$ cat src/rtl/rx_frame_pkg.sv
// Shared types and constants for the rx frame router.
// State encoding, error codes and default framing bytes.
package rx_frame_pkg;

    typedef enum logic [2:0] {
        IDLE    = 3'd0,
        TYPE    = 3'd1,
        LEN_HI  = 3'd2,
        LEN_LO  = 3'd3,
        PAYLOAD = 3'd4,
        CSUM    = 3'd5
    } state_t;

    localparam logic [2:0] ERR_NONE     = 3'd0;
    localparam logic [2:0] ERR_BAD_TYPE = 3'd1;
    localparam logic [2:0] ERR_ZERO_LEN = 3'd2;
    localparam logic [2:0] ERR_CSUM     = 3'd3;
    localparam logic [2:0] ERR_TIMEOUT  = 3'd4;
    localparam logic [2:0] ERR_OVF      = 3'd5;

    localparam logic [7:0] DEF_SYNC_BYTE   = 8'hA5;
    localparam logic [7:0] DEF_TYPE_WEIGHT = 8'h01;
    localparam logic [7:0] DEF_TYPE_DATA   = 8'h02;

endpackage

$ cat src/rtl/rx_idle_timer.sv
// Inter-byte idle counter for the frame router.
// Counts enabled clocks since the last clear; flags expiry at TIMEOUT_CYC-1.
module rx_idle_timer #(
    parameter int TIMEOUT_CYC = 100000
) (
    input  logic clk,
    input  logic rst,
    input  logic clear,
    input  logic enable,
    output logic expired
);

    localparam int W = (TIMEOUT_CYC > 1) ? $clog2(TIMEOUT_CYC) : 1;

    logic [W-1:0] count;

    assign expired = enable && (count == W'(TIMEOUT_CYC - 1));

    always_ff @(posedge clk or posedge rst) begin
        if (rst) begin
            count <= '0;
        end else if (clear) begin
            count <= '0;
        end else if (enable && !expired) begin
            count <= count + W'(1);
        end
    end

endmodule

$ cat src/rtl/rx_frame_router.sv
// Parses SYNC|TYPE|LEN_HI|LEN_LO|payload|CSUM frames from the UART byte
// stream and forwards payload bytes to the weight or data FIFO.
module rx_frame_router
    import rx_frame_pkg::*;
#(
    parameter int              W_DATA      = 8,
    parameter int              W_LEN       = 16,
    parameter logic [W_DATA-1:0] SYNC_BYTE   = DEF_SYNC_BYTE,
    parameter logic [W_DATA-1:0] TYPE_WEIGHT = DEF_TYPE_WEIGHT,
    parameter logic [W_DATA-1:0] TYPE_DATA   = DEF_TYPE_DATA,
    parameter int              TIMEOUT_CYC = 100000
) (
    input  logic              i_clk,
    input  logic              i_rst,
    input  logic              i_rx_dv,
    input  logic [W_DATA-1:0] i_rx_byte,
    input  logic              i_full_1,
    input  logic              i_full_2,
    output logic              o_rx_dv,
    output logic [W_DATA-1:0] o_data,
    output logic              o_fifo_sel_1,
    output logic              o_fifo_sel_2,
    output logic              o_busy,
    output logic              o_frame_done,
    output logic              o_frame_err,
    output logic [2:0]        o_err_code
);

    state_t            state_q, state_d;
    logic              route_q, route_d;
    logic [W_DATA-1:0] len_hi_q, len_hi_d;
    logic [W_LEN-1:0]  rem_q, rem_d;
    logic [W_DATA-1:0] csum_q, csum_d;
    logic              ovf_q, ovf_d;

    logic              dv_d;
    logic [W_DATA-1:0] data_d;
    logic              sel1_d, sel2_d;
    logic              busy_d;
    logic              done_d, err_d;
    logic [2:0]        code_d;

    logic [W_LEN-1:0]  len_w;
    logic              tgt_full;
    logic              expired;
    logic              in_frame;

    assign in_frame = (state_q != IDLE);

    rx_idle_timer #(
        .TIMEOUT_CYC(TIMEOUT_CYC)
    ) u_timer (
        .clk    (i_clk),
        .rst    (i_rst),
        .clear  (i_rx_dv || !in_frame || expired),
        .enable (in_frame),
        .expired(expired)
    );

    always_comb begin
        state_d  = state_q;
        route_d  = route_q;
        len_hi_d = len_hi_q;
        rem_d    = rem_q;
        csum_d   = csum_q;
        ovf_d    = ovf_q;
        code_d   = o_err_code;
        dv_d     = 1'b0;
        data_d   = o_data;
        sel1_d   = 1'b0;
        sel2_d   = 1'b0;
        done_d   = 1'b0;
        err_d    = 1'b0;
        len_w    = W_LEN'({len_hi_q, i_rx_byte});
        tgt_full = route_q ? i_full_2 : i_full_1;

        // Expiry wins over a byte arriving in the same cycle.
        if (expired) begin
            state_d = IDLE;
            err_d   = 1'b1;
            code_d  = ERR_TIMEOUT;
        end else if (i_rx_dv) begin
            unique case (state_q)
                IDLE: begin
                    if (i_rx_byte == SYNC_BYTE) state_d = TYPE;
                end
                TYPE: begin
                    if (i_rx_byte == TYPE_WEIGHT) begin
                        route_d = 1'b0;
                        state_d = LEN_HI;
                    end else if (i_rx_byte == TYPE_DATA) begin
                        route_d = 1'b1;
                        state_d = LEN_HI;
                    end else begin
                        err_d   = 1'b1;
                        code_d  = ERR_BAD_TYPE;
                        state_d = IDLE;
                    end
                end
                LEN_HI: begin
                    len_hi_d = i_rx_byte;
                    state_d  = LEN_LO;
                end
                LEN_LO: begin
                    if (len_w == '0) begin
                        err_d   = 1'b1;
                        code_d  = ERR_ZERO_LEN;
                        state_d = IDLE;
                    end else begin
                        rem_d   = len_w;
                        csum_d  = '0;
                        ovf_d   = 1'b0;
                        state_d = PAYLOAD;
                    end
                end
                PAYLOAD: begin
                    csum_d = csum_q + i_rx_byte;
                    rem_d  = rem_q - W_LEN'(1);
                    // A full target drops the byte but the frame runs on.
                    if (tgt_full) begin
                        ovf_d = 1'b1;
                    end else begin
                        dv_d   = 1'b1;
                        data_d = i_rx_byte;
                        sel1_d = !route_q;
                        sel2_d = route_q;
                    end
                    if (rem_q == W_LEN'(1)) state_d = CSUM;
                end
                CSUM: begin
                    if (ovf_q) begin
                        err_d  = 1'b1;
                        code_d = ERR_OVF;
                    end else if (i_rx_byte != csum_q) begin
                        err_d  = 1'b1;
                        code_d = ERR_CSUM;
                    end else begin
                        done_d = 1'b1;
                        code_d = ERR_NONE;
                    end
                    state_d = IDLE;
                end
                default: state_d = IDLE;
            endcase
        end

        busy_d = (state_d != IDLE);
    end

    always_ff @(posedge i_clk or posedge i_rst) begin
        if (i_rst) begin
            state_q  <= IDLE;
            route_q  <= 1'b0;
            len_hi_q <= '0;
            rem_q    <= '0;
            csum_q   <= '0;
            ovf_q    <= 1'b0;
        end else begin
            state_q  <= state_d;
            route_q  <= route_d;
            len_hi_q <= len_hi_d;
            rem_q    <= rem_d;
            csum_q   <= csum_d;
            ovf_q    <= ovf_d;
        end
    end

    always_ff @(posedge i_clk or posedge i_rst) begin
        if (i_rst) begin
            o_rx_dv      <= 1'b0;
            o_data       <= '0;
            o_fifo_sel_1 <= 1'b0;
            o_fifo_sel_2 <= 1'b0;
            o_busy       <= 1'b0;
            o_frame_done <= 1'b0;
            o_frame_err  <= 1'b0;
            o_err_code   <= ERR_NONE;
        end else begin
            o_rx_dv      <= dv_d;
            o_data       <= data_d;
            o_fifo_sel_1 <= sel1_d;
            o_fifo_sel_2 <= sel2_d;
            o_busy       <= busy_d;
            o_frame_done <= done_d;
            o_frame_err  <= err_d;
            o_err_code   <= code_d;
        end
    end

endmodule
$ cat config.mk
export PLATFORM = sky130hd
export DESIGN_NAME = rx_frame_router
export DESIGN_NICKNAME = d
export VERILOG_FILES = /design/src/rtl/rx_frame_pkg.sv /design/src/rtl/rx_idle_timer.sv /design/src/rtl/rx_frame_router.sv
export SDC_FILE = /design/constraint.sdc
export NUM_CORES = 1
export LEC_CHECK = 0
export CAP_MARGIN = 0
export CORE_ASPECT_RATIO = 1.4
export CORE_MARGIN = 4
export CORE_UTILIZATION = 50
export DETAILED_ROUTE_END_ITERATION = 8
export PLACE_DENSITY = 0.71
export RECOVER_POWER = 50
export SLEW_MARGIN = 20
export SYNTH_ARGS = -nofsm -noshare
export SYNTH_HDL_FRONTEND = slang
export SYNTH_SLANG_ARGS = --single-unit
export TNS_END_PERCENT = 100
$ cat constraint.sdc
create_clock -name i_clk -period 2.5 [get_ports i_clk]
set_input_delay 0.25 -clock i_clk [delete_from_list [all_inputs] [get_ports i_clk]]
set_output_delay 0.25 -clock i_clk [all_outputs]
set_load 0.005 [all_outputs]
==> results of run 1 <==
flip-flops by register name, summed over array words and instances, names as in the netlist:
signal         cells
o_frame_err        1
o_fifo_sel_1       1
o_frame_done       1
o_busy             1
csum_q             8
o_fifo_sel_2       1
u_timer.count     17
route_q            1
len_hi_q           8
rem_q             16
o_err_code         3
o_rx_dv            1
state_q            3
o_data             8
ovf_q              1
metal layers:
metal	GRT usage	up-vias	part of all wire
li1	-	1570	-
met1	0.286	1634	0.41
met2	0.393	85	0.53
met3	0.0578	17	0.041
met4	0.0785	0	0.019
met5	0	-	0
power groups by stage:
stage / registers [mW] / clock network [mW] / logic (mW)
floorplan: 1.48 / 0 / 0.733
global placement: 1.51 / 0 / 1.05
detailed placement: 1.52 / 0 / 1.08
CTS: 1.50 / 0.955 / 1.08
global route: 1.53 / 1.02 / 1.20
finish: 1.51 / 0.931 / 1.07
per-stage QoR:
stage               utilization  instance area, um^2  hold WS (ps)  cells
global placement          0.592                 4410           466    536
global route              0.617                 4600           445    551
detailed placement        0.592                 4410           476    536
finish                    0.617                 4600           455    551
floorplan                     -                 3890           320    402
CTS                       0.618                 4610           241    551
critical path: stages, from the launching register on:
cell and delay (ps):
dfrtp_1 460, or4_1 640, nor3_1 610, nand2_1 120
a21oi_1 170, a2bb2oi_1 170
final cells by class:
cell class | count | area (um^2) | share of cell area
clock buffers | 11 | 151 | 0.0329
clock inverters | 4 | 45.0 | 0.00979
inverters | 11 | 41.3 | 0.00897
multi-input cells | 303 | 1990 | 0.433
flip-flops and latches | 71 | 1780 | 0.386
well taps | 97 | 121 | 0.0264
repair buffers | 54 | 472 | 0.103
placed cells by master, fill, tap and decap left out, types with 5 or more instances in the layout:
cell / synthesis / final
inv_1: 11 / 11
nand3_1: 29 / 29
clkbuf_8: 0 / 11
buf_4: 1 / 23
ha_1: 10 / 10
dlygate4sd3_1: 0 / 9
nor4_1: 6 / 6
nand4_1: 6 / 6
nand2_1: 21 / 21
a21oi_1: 19 / 19
nor2_1: 45 / 45
xor2_1: 11 / 11
a2bb2oi_1: 5 / 5
and3_1: 5 / 5
o21ai_0: 17 / 17
nor3_1: 24 / 24
clkdlybuf4s50_1: 0 / 20
dfrtp_1: 71 / 71
xnor2_1: 12 / 12
mux2_2: 20 / 20
a22o_1: 8 / 8
cells by family (layout without fill, tap and decap cells):
| group | Yosys count | after routing | synth area share |
|---|---|---|---|
| AOI/OAI and AO/OA | 81 | 81 | 0.140 |
| adders and majority gates | 11 | 11 | 0.0373 |
| xor gates and xnor gates | 23 | 23 | 0.0517 |
| buffers and inverters | 28 | 80 | 0.0318 |
| muxes | 20 | 20 | 0.0578 |
| DFF | 71 | 71 | 0.456 |
| and+or+nand+nor | 168 | 168 | 0.226 |
worst max-delay path by stage:
stage                               startpoint  slack (ps)  depth (start not counted)                    end
after global routing                     i_rst         110                          3   rem_q[5]$_DFFE_PP0P_
after CTS                 rem_q[2]$_DFFE_PP0P_         280                          5  rem_q[13]$_DFFE_PP0P_
final                     rem_q[2]$_DFFE_PP0P_         260                          5  rem_q[13]$_DFFE_PP0P_
after floorplan                          i_rst         450                          1  csum_q[0]$_DFFE_PP0P_
after global placement            i_rx_byte[5]         160                          7  o_frame_err$_DFF_PP0_
after detailed placement          i_rx_byte[1]         150                          8   rem_q[0]$_DFFE_PP0P_
==> metrics.txt, run 1 <==
flop-to-flop setup slack roughly 260 ps; cell depth of the worst hold path 2; Hold Vio Cnt, Final 0; Final Cycle Share 0.895; clock skew 8.24 ps; total grt overflow 0; Die Wd 82.6 um; Rows 37; share of cells above drive strength 1 0.154; setup violators final 0; total track usage 0.233; die area 9290 um^2; Cells after Synth 402; Hold Crit Class input port to register; RSZ-0062 raised after global routing no; Pint 2.39 mW; Post-DRT Antenna Nets 0; R2R Path Start rem_q[2]$_DFFE_PP0P_; WL/cell between 15 and 20 um; Cell Pwr Density 763 nW/um^2; Hold Buf Count CTS 0; Post-Syn Area 3890 um^2; Switching Fraction 0.320; Pre-antenna DRT Iters 4; register area share after synthesis 0.456; Switching Power 1.12 mW; Crit. End Element register; most instantiated cells after synthesis 71 x dfrtp_1, 45 x nor2_1, 29 x nand3_1, 24 x nor3_1, 21 x nand2_1; synth-to-layout area growth 18.1%; top-area cell type share of the netlist area 0.456; clock share of power 0.265; Worst-Margin Slew 1090 ps; Setup TNS 0 ps; Yosys cell types between 50 and 60; RR Endpoint rem_q[13]$_DFFE_PP0P_; Worst EP required around 2800 ps; Max Fclk roughly 0.45 GHz; post-synthesis async set-or-reset flop share 1.00; first-pass GRT wire length 16.6 mm; Top Ports 30; Hold EP o_fifo_sel_1$_DFF_PP0_; die height ~110 um; gp weighted congestion 0.908; fin crit period between 2000 and 2500 ps; synth top area cells dfrtp_1 46%, mux2_2 5.8%, nor2_1 4.3%, nand3_1 3.7%, ha_1 3.2%; Max Buffers Root-to-Sink 2; post-route setup slack 263 ps; post_cts resized 0; HPWL after detailed placement 7.12 mm; Worst-path clk slew approximately 70 ps; top-count cell post-synth dfrtp_1; pre-CTS setup slack 150 ps; max cap viols 0; register bit total from synthesis 71; Buffers on Ports 29; R2R cell count 5; outcome finished, final reports clean; Fill cells 635; Primary FF master, synth dfrtp_1; via/cell ratio 6.00; Yosys top cell by area dfrtp_1; Starting Density 0.523; Lkg Pwr 1.97 nW; combinational power share 0.306; clk_lat worst skew between 300 and 400 ps; Final Slew Violations 0; vias 3306; clk sinks 71; DRT iter0 DRCs 292; vias in the first global route 3352; Rel. slew slack 0.273; total power around 3.5 mW; worst hold start i_full_1; residual DRC count 0; Core Box Area 7450 um^2; Flop pwr share 0.429; Diodes inserted 0; root buffer cell clkbuf_8; CP max FO 8; Syn Nets approximately 430; Arr. time, crit path 2510 ps; kind of critical path register to register; pin count of the biggest net entering global routing 30; htree depth 3; EDFF count, synth 0; final wirelength 9.70 mm; Peak VDD IR 0.617 mV; Post-CTS Setup Bufs 0; initial antenna violation count 0; CTS Buf Count 9; CTS tree done; YS warnings 0; syn avg cell area 9.69 um^2; Nets 474; Setup crit start kind register
No activity file was read; power rests on OpenSTA's default activity.
==> run 2: changes to the inputs <==
--- a/config.mk
+++ b/config.mk
@@ -12,6 +12,7 @@
 export DETAILED_ROUTE_END_ITERATION = 8
 export PLACE_DENSITY = 0.71
 export RECOVER_POWER = 50
+export SETUP_SLACK_MARGIN = 0.15
 export SLEW_MARGIN = 20
 export SYNTH_ARGS = -nofsm -noshare
 export SYNTH_HDL_FRONTEND = slang
==> metrics.txt, run 2 (same netlist as run 1, synthesis figures left out) <==
Switching Power 1.13 mW (was 1.12 mW); RSZ-0062 raised after global routing no (unchanged); commonest non-fill, non-tap cell in the layout dfrtp_1 (unchanged); Largest register FFs 17 (unchanged); Final Cycle Share 0.900 (was 0.895); Hold Vio Cnt, Final 0 (unchanged); Nets 476 (was 474); clock skew 6.33 ps (was 8.24 ps); WL/cell 17.5 um (was 17.6 um); commonest cells after routing, fill and taps aside 71 x dfrtp_1, 45 x nor2_1, 29 x nand3_1 (unchanged); Crit. End Element register (unchanged); CP max FO 8 (unchanged); total track usage 0.233 (unchanged); Setup crit start kind register (unchanged); fin crit period 2250 ps (was 2240 ps); Switching Fraction 0.320 (about the same); clock share of power 0.263 (was 0.265); DRT iter0 DRCs 261 (was 292); residual DRC count 0 (unchanged); die height 112 um (unchanged); Top Usage Layer GRT met2 (unchanged); final wirelength 9.68 mm (was 9.70 mm); CTS Buf Count 9 (unchanged); Top Ports 30 (unchanged); kind of critical path register to register (unchanged); Die Wd 82.6 um (unchanged); synth-to-layout area growth 18.6% (was 18.1%); GR Layer Usage met2 0.393 (unchanged); total grt overflow 0 (unchanged); Lkg Pwr 1.98 nW (was 1.97 nW); Largest Register u_timer.count (unchanged); Worst-path clk slew 70 ps (about the same); M1 GR Usage 0.286 (unchanged); Buffers on Ports 29 (unchanged); Hold Crit Class input port to register (unchanged); Rel. slew slack 0.293 (was 0.273); post-route setup slack 250 ps (was 263 ps); Rows 37 (unchanged); Peak VDD IR 0.618 mV (was 0.617 mV); via/cell ratio 6.00 (about the same); Starting Density 0.523 (unchanged); pre-CTS setup slack 150 ps (unchanged); die area 9290 um^2 (unchanged); clk sinks 71 (unchanged); Pre-antenna DRT Iters 4 (unchanged); Core Box Area 7450 um^2 (unchanged); first-pass GRT wire length 16.6 mm (unchanged); CTS tree done (unchanged); final core occ 0.620 (was 0.617); initial antenna violation count 0 (unchanged); Pint 2.40 mW (was 2.39 mW); placed cells 536 (unchanged); Flop pwr share 0.426 (was 0.429); Cell Pwr Density 765 nW/um^2 (was 763 nW/um^2); share of cells above drive strength 1 0.160 (was 0.154); Finished Layout Cells 553 (was 551); HPWL after detailed placement 7.12 mm (unchanged); outcome finished, final reports clean (unchanged); gp weighted congestion 0.908 (unchanged); Max Buffers Root-to-Sink 2 (unchanged); Arr. time, crit path 2530 ps (was 2510 ps); Fill cells 632 (was 635); combinational power share 0.311 (was 0.306); setup violators final 0 (unchanged); Worst EP required 2780 ps (about the same); vias in the first global route 3352 (unchanged); root buffer cell clkbuf_8 (unchanged); max cap viols 0 (unchanged); Diodes inserted 0 (unchanged); pin count of the biggest net entering global routing 30 (unchanged); Largest regs u_timer.count: 17 flops, rem_q: 16 flops (unchanged); Final Slew Violations 0 (unchanged); met3 usage 0.0578 (unchanged); Post-DRT Antenna Nets 0 (unchanged); Setup TNS 0 ps (unchanged); clk_lat worst skew 360 ps (about the same); htree depth 3 (unchanged); Max Fclk 0.444 GHz (was 0.447 GHz); vias 3316 (was 3306); Worst-Margin Slew 1060 ps (was 1090 ps)
[run 2: cell types whose count changed in the layout (fill, tap and decap cells not counted), sizes merged]
| cell | delta |
|---|---|
| buf | +2 |
[run 2: per-stage QoR]
| step | cell area, um^2 | power [mW] | hold WS (ps) |
|---|---|---|---|
| 6_report | 4620 | 3.53 | 453 |
| 5_1_grt | 4620 | 3.77 | 445 |
| 4_1_cts | 4610 | 3.54 | 241 |
| 3_5_place_dp | 4410 | 2.60 | 476 |
| 3_3_place_gp | 4410 | 2.57 | 466 |
| 2_1_floorplan | 3890 | 2.22 | 320 |
[run 2: layer usage]
layer | wire (um) | part of all wire
met1 | 3900 | 0.40
met2 | 5180 | 0.54
met3 | 394 | 0.041
met4 | 199 | 0.021
met5 | 0 | 0
[run 2: cell type report]
cell class	count	area, um^2	share of cell area
inverter	11	41.3	0.00894
tap	97	121	0.0263
clock buffer	11	151	0.0328
multi-input combinational	303	2000	0.432
clock inverter	4	45.0	0.00975
timing repair buffer	56	487	0.105
sequential	71	1780	0.385
[run 2: path summary, 6_finish.rpt]
kind                                       from                 endpoint  slack [ps]  depth (start not counted)
hold / removal                         i_full_1   o_fifo_sel_1$_DFF_PP0_         450                          2
max in group asynchronous                 i_rst  len_hi_q[4]$_DFFE_PP0P_         510                          3
setup reg to reg           rem_q[2]$_DFFE_PP0P_    rem_q[13]$_DFFE_PP0P_         250                          5
setup / recovery           rem_q[2]$_DFFE_PP0P_    rem_q[13]$_DFFE_PP0P_         250                          5
min in group asynchronous                 i_rst   o_fifo_sel_2$_DFF_PP0_         530                          2
hold reg to reg             route_q$_DFFE_PP0P_   o_fifo_sel_1$_DFF_PP0_         490                          1
[run 2: power by group through the flow]
stage	logic [mW]	clock network, mW	registers, mW
after floorplan	0.733	0	1.48
after global placement	1.05	0	1.51
after detailed placement	1.08	0	1.52
after CTS	1.08	0.955	1.50
after global routing	1.23	1.02	1.53
final	1.10	0.930	1.51
[run 2: timing repair]
item / CTS / global route
setup endpoints to repair: 0 / 1
hold buffers: 0 / 0
hold endpoints to repair: 0 / 0
gates resized for setup: 0 / 1
buffers inserted: 0 / 2
[run 2: worst max-delay path, stage by stage (launching register included)]
cell and delay (ps):
dfrtp_1 460, or4_1 640, nor3_1 630, nand2_1 120, a21oi_1 160, a2bb2oi_1 160
==> run 3: changes to the inputs <==
--- a/config.mk
+++ b/config.mk
@@ -12,7 +12,7 @@
 export DETAILED_ROUTE_END_ITERATION = 8
 export PLACE_DENSITY = 0.71
 export RECOVER_POWER = 50
-export SETUP_SLACK_MARGIN = 0.15
+export SETUP_SLACK_MARGIN = 0.1
 export SLEW_MARGIN = 20
 export SYNTH_ARGS = -nofsm -noshare
 export SYNTH_HDL_FRONTEND = slang
==> results of run 3 <==
The final DEF is identical to that of run 1; final timing and power are the same.
